--- config.mk ---
export PLATFORM = sky130hd
export DESIGN_NAME = lcd_word_formatter
export DESIGN_NICKNAME = d
export VERILOG_FILES = /design/src/rtl/lcd_fmt_pkg.sv /design/src/rtl/lcd_hex_ascii.sv /design/src/rtl/lcd_word_formatter.sv
export SDC_FILE = /design/constraint.sdc
export NUM_CORES = 1
export LEC_CHECK = 0
export BUFFER_PORTS_ARGS = -buffer_cell sky130_fd_sc_hd__buf_4
export CELL_PAD_IN_SITES_DETAIL_PLACEMENT = 1
export CELL_PAD_IN_SITES_GLOBAL_PLACEMENT = 1
export CORE_UTILIZATION = 40
export CTS_CLUSTER_SIZE = 16
export DETAILED_ROUTE_END_ITERATION = 8
export PLACE_DENSITY = 0.76
export SLEW_MARGIN = 30
export SYNTH_ARGS = -nofsm -noshare
export SYNTH_HDL_FRONTEND = slang
export SYNTH_SLANG_ARGS = --single-unit
--- constraint.sdc ---
create_clock -name clk -period 3.55 [get_ports clk]
set_input_delay 0.71 -clock clk [delete_from_list [all_inputs] [get_ports clk]]
set_output_delay 0.71 -clock clk [all_outputs]
set_load 0.1 [all_outputs]
--- src/rtl/lcd_fmt_pkg.sv ---
// Shared types and character constants for the LCD trace-word formatter.
package lcd_fmt_pkg;

  typedef enum logic [1:0] {
    S_IDLE = 2'd0,
    S_LINE = 2'd1,
    S_EMIT = 2'd2
  } state_t;

  localparam int CHARS_PER_LINE = 16;
  localparam logic [3:0] LAST_IDX = 4'(CHARS_PER_LINE - 1);

  localparam logic [7:0] CH_O        = 8'h4F;
  localparam logic [7:0] CH_P        = 8'h50;
  localparam logic [7:0] CH_A        = 8'h41;
  localparam logic [7:0] CH_D        = 8'h44;
  localparam logic [7:0] ASCII_0     = 8'h30;
  localparam logic [7:0] ASCII_A_OFS = 8'h37;

endpackage

--- src/rtl/lcd_hex_ascii.sv ---
// Combinational nibble to uppercase ASCII hex digit.
module lcd_hex_ascii
  import lcd_fmt_pkg::*;
(
  input  logic [3:0] nibble,
  output logic [7:0] ascii
);

  assign ascii = (nibble < 4'd10) ? (ASCII_0 + {4'd0, nibble})
                                  : (ASCII_A_OFS + {4'd0, nibble});

endmodule

--- src/rtl/lcd_word_formatter.sv ---
// Formats an 18-bit trace word into a line-select command plus 16 LCD characters.
// Build option LCD_FMT_LINE_ALT_EN: alternate between lines 0 and 1 per completed word.
module lcd_word_formatter
  import lcd_fmt_pkg::*;
#(
  parameter logic [7:0] PAD_CHAR = 8'h20
) (
  input  logic        clk,
  input  logic        rst,
  input  logic [17:0] word_in,
  input  logic        word_valid,
  output logic        word_ready,
  output logic [7:0]  out_data,
  output logic        out_cmd,
  output logic        out_valid,
  input  logic        out_ready,
  output logic        busy
);

  state_t      state;
  logic [17:0] wreg;
  logic [3:0]  idx;
  logic [3:0]  char_idx;
  logic [3:0]  nibble;
  logic [7:0]  hex_char;
  logic [7:0]  char_nxt;
  logic        line;
  logic        last;

  assign word_ready = (state == S_IDLE) && !rst;
  assign busy       = (state != S_IDLE);
  assign last       = (idx == LAST_IDX);

  // Outputs are registered, so the character is built for the position presented next.
  assign char_idx = (state == S_LINE) ? 4'd0 : idx + 4'd1;

  always_comb begin
    nibble = 4'd0;
    case (char_idx)
      4'd3:    nibble = {2'b00, wreg[17:16]};
      4'd4:    nibble = wreg[15:12];
      4'd9:    nibble = wreg[11:8];
      4'd10:   nibble = wreg[7:4];
      4'd11:   nibble = wreg[3:0];
      default: nibble = 4'd0;
    endcase
  end

  lcd_hex_ascii u_hex (
    .nibble (nibble),
    .ascii  (hex_char)
  );

  always_comb begin
    char_nxt = PAD_CHAR;
    case (char_idx)
      4'd0:                          char_nxt = CH_O;
      4'd1:                          char_nxt = CH_P;
      4'd3, 4'd4, 4'd9, 4'd10, 4'd11: char_nxt = hex_char;
      4'd6:                          char_nxt = CH_A;
      4'd7:                          char_nxt = CH_D;
      default:                       char_nxt = PAD_CHAR;
    endcase
  end

  always_ff @(posedge clk or posedge rst) begin
    if (rst) begin
      state     <= S_IDLE;
      out_valid <= 1'b0;
      out_cmd   <= 1'b0;
      out_data  <= 8'h00;
      idx       <= 4'd0;
      wreg      <= 18'd0;
    end else begin
      case (state)
        S_IDLE: begin
          if (word_valid && word_ready) begin
            wreg      <= word_in;
            idx       <= 4'd0;
            state     <= S_LINE;
            out_valid <= 1'b1;
            out_cmd   <= 1'b1;
            out_data  <= {7'd0, line};
          end
        end
        S_LINE: begin
          if (out_ready) begin
            state    <= S_EMIT;
            out_cmd  <= 1'b0;
            out_data <= char_nxt;
          end
        end
        S_EMIT: begin
          if (out_ready) begin
            if (last) begin
              state     <= S_IDLE;
              out_valid <= 1'b0;
            end else begin
              idx      <= idx + 4'd1;
              out_data <= char_nxt;
            end
          end
        end
        default: begin
          state     <= S_IDLE;
          out_valid <= 1'b0;
        end
      endcase
    end
  end

`ifdef LCD_FMT_LINE_ALT_EN
  always_ff @(posedge clk or posedge rst) begin
    if (rst)
      line <= 1'b0;
    else if (state == S_EMIT && out_ready && last)
      line <= ~line;
  end
`else
  assign line = 1'b0;
`endif

endmodule

==> results by group <==
Drt
  – Met2 WL: about 2900 um
  – Residual DRC: 0
  – Via density: 5.472
  – DR WL/cell: about 17 um
  – Total Wirelength: just under 6000 um
  – Met3 Routed Length: approximately 190 um
  – Vias: 1948
  – Top Metal Used: met4
  – ANT nets after route: 0
  – Pre-antenna DRT Iters: 4
  – Met1 Wirelength: ~2800 um
  – Initial DRC count: ~120

CTS
  – CTS tree: built
  – CTS clk-pin slew, worst paths: 0.07 ns
  – CTS resizes: 0
  – Setup bufs post-CTS: 0
  – CTS Hold Bufs: 0
  – Maximum clock insertion buffer count: 2
  – Worst skew pair latency: a little under 0.3 ns
  – CTS Buf Count: 5
  – H-tree depth: 2
  – CTS sink cnt: 33
  – CTS Root Cell: clkbuf_8

Synthesis
  – Cell Area, Synth: 2186 sq um
  – EDFF count, synth: 0
  – Async SR Flop Fraction: between 90% and 100%
  – Synth Area per Inst: between 8 and 9 sq um
  – Post-synthesis register bit count: 33
  – Synth Instances: between 200 and 300
  – Top FF cell, synth: dfrtp_1
  – Synth warn: 0
  – Sequential-to-total area share from yosys stat: 37.78%
  – Area leader, netlist: dfrtp_1
  – Synthesized net count: around 290
  – Cell with the most instances after synthesis: nand2_1
  – Area contributors post-synth: dfrtp_1 38%, nand2_1 13%, a21oi_1 3.7%, ha_1 3.4%, nor2_1 2.2%
  – Top cell type's share of synthesized area: approximately 38%
  – Post-synth top cells: 74 x nand2_1, 33 x dfrtp_1, 16 x a21oi_1
  – Unique masters post-synth: 60

Final layout
  – Design Area, Final: ~2600 sq um
  – Fin cells: around 360
  – Nets: 314
  – Ant diodes: 0
  – Filler Cell Count: approximately 610
  – Layout area overhead: 17.12%
  – Layout cells sized above 1: 19.58%
  – Final core occ: about half

Floorplanning
  – Initial Util: between 40% and 50%
  – Die Area: just under 6000 sq um
  – Die width: 75.93 um
  – Core area: 5172 sq um
  – Num ports: 34
  – Row cnt: 26
  – Die height: between 70 and 80 um

Power
  – Sw Share: 52.93%
  – Switching power: about 1.4 mW
  – Comb pwr share: 61.8%
  – Reg power frac: a little over a quarter
  – Power Dens Cells: just over 1000 nW/um^2
  – Maximum vdd drop: between 300 and 400 uV
  – Clk network pwr share: 11.0%
  – Leak: 1.229 nW
  – Internal power: 1.229 mW

Critical path
  – Setup crit start: idx[1]$_DFFE_PP0P_
  – Largest fanout on the critical path: 15
  – Required time of the critical path: 3.74 ns
  – CP Class: reg2reg
  – Worst r2r src: idx[1]$_DFFE_PP0P_
  – CP Capture Type: flop
  – R2R cell count: 11
  – Critical path arrival: around 3.2 ns
  – CP Launch Type: flop

Job
  – Max-cap viol count: 0

Timing
  – Final cycle utilization of the critical path: a little under nine tenths
  – Pins Over Slew Limit: 0
  – Min cycle time layout: between 3 and 4 ns
  – Worst-Margin Slew: 0.6930 ns
  – Slew HR: 53.69%
  – Unrepaired setup endpoints after global routing: no
  – Worst Skew: between 0.008 and 0.009 ns
  – Fin. Hold Viols: 0
  – Worst setup margin: 0.4975 ns
  – Count of final setup violators: 0
  – Setup TNS: 0 ns
  – Fmax: around 330 MHz

GRT
  – Antenna violations before repair: 0
  – Vias in the first global route: between 2000 and 2500
  – Pin count of the biggest net entering global routing: 34
  – First-pass GRT wire length: between 10000 and 15000 um
  – Gr ovfl total: 0
  – GRT Overall Usage: between 20% and 30%

Place
  – I/O Buffers: 32
  – RD Place Congestion: 0.8432
  – DP HPWL: around 4500 um
  – Pre-CTS setup slack: 0.5428 ns
  – Dpl cell area: around 2500 sq um
  – Placed insts: 349

Hold path
  – Hold Path Depth: 2
  – Hold crit path type: reg2reg
  – Hold Crit Start: wreg[6]$_DFFE_PP0P_

Run status
  – Status: completed
final timing paths:
check,end,slack [ns]
min in group asynchronous,out_data[4]$_DFFE_PP0P_,0.58
worst min-delay path,wreg[6]$_DFFE_PP0P_,0.47
worst min register to register,wreg[6]$_DFFE_PP0P_,0.47
worst max-delay path,out_data[4]$_DFFE_PP0P_,0.50
worst max register to register,out_data[4]$_DFFE_PP0P_,0.50
max in group asynchronous,wreg[10]$_DFFE_PP0P_,2.66
cells in the final DEF, fill, tap and decap left out, types with 2 or more instances in the layout:
cell       n
nand2b_1   4
a22o_1     4
nor2b_1    6
buf_4     36
o31ai_1    4
mux2_2     2
inv_1      8
xor2_1     3
nor3_1     4
nor4_1     2
nand2_1   74
and3_1     5
o211ai_1   2
a221oi_2   2
a21oi_1   16
mux2i_1    3
clkbuf_8   6
nand3_1    3
o21ai_0    6
a22oi_1    2
a31oi_1    2
o21ai_1    3
ha_1       6
nor2_1    13
a211oi_1   2
o32a_1     2
dfrtp_1   33
power by group through the flow:
stage	Sequential (mW)	Combinational, mW	Clock (mW)
detailed placement	0.716	1.61	0
global route	0.734	1.77	0.310
global placement	0.711	1.57	0
finish	0.709	1.61	0.288
floorplan	0.850	1.11	0
CTS	0.710	1.62	0.293
worst max-delay path, stage by stage, from the launching register on:
cell      delay [ns]
dfrtp_1         0.48
ha_1            0.51
xor2_1          0.41
nor4_1          0.10
a41o_1          0.25
or3_4           0.41
inv_4           0.09
ha_1            0.16
inv_1           0.07
o31ai_1         0.06
a21oi_1         0.10
o311ai_1        0.29
per-stage QoR:
stage	hold slack, ns	power, mW
floorplan	0.4374	1.955
global placement	0.4558	2.282
detailed placement	0.4578	2.326
CTS	0.4768	2.623
global route	0.5027	2.809
finish	0.4709	2.611
kinds of logic (layout without fill, tap and decap cells):
group / after synthesis / in the layout / synth area share (%)
other: 1 / 1 / 0.1716
adders and majority gates: 6 / 6 / 3.434
muxes: 5 / 5 / 2.404
buffers and inverters: 24 / 52 / 5.095
DFF: 33 / 33 / 37.78
xor gates and xnor gates: 3 / 3 / 1.202
AOI/OAI and AO/OA: 64 / 64 / 23.35
and+or+nand+nor: 122 / 122 / 26.56
sequential cells by signal (all words and copies together), names as in the netlist:
signal	cells
out_data	7
out_valid	1
idx	4
wreg	18
out_cmd	1
state	2
layout make-up:
| class | instances | area [sq um] | area share, % |
|---|---|---|---|
| timing repair buffer | 36 | 270.3 | 10.56 |
| inverter | 9 | 36.28 | 1.417 |
| tap | 70 | 87.58 | 3.421 |
| clock buffer | 7 | 86.33 | 3.372 |
| sequential | 33 | 825.8 | 32.26 |
| multi-input combinational | 201 | 1254 | 48.97 |
per-layer routing:
metal | vias up | track usage [%]
met5 | - | 0
met4 | 0 | 6.154
met3 | 8 | 4.337
met2 | 33 | 38.09
met1 | 943 | 28.92
li1 | 964 | -
Power figures use the tool's default switching activity.
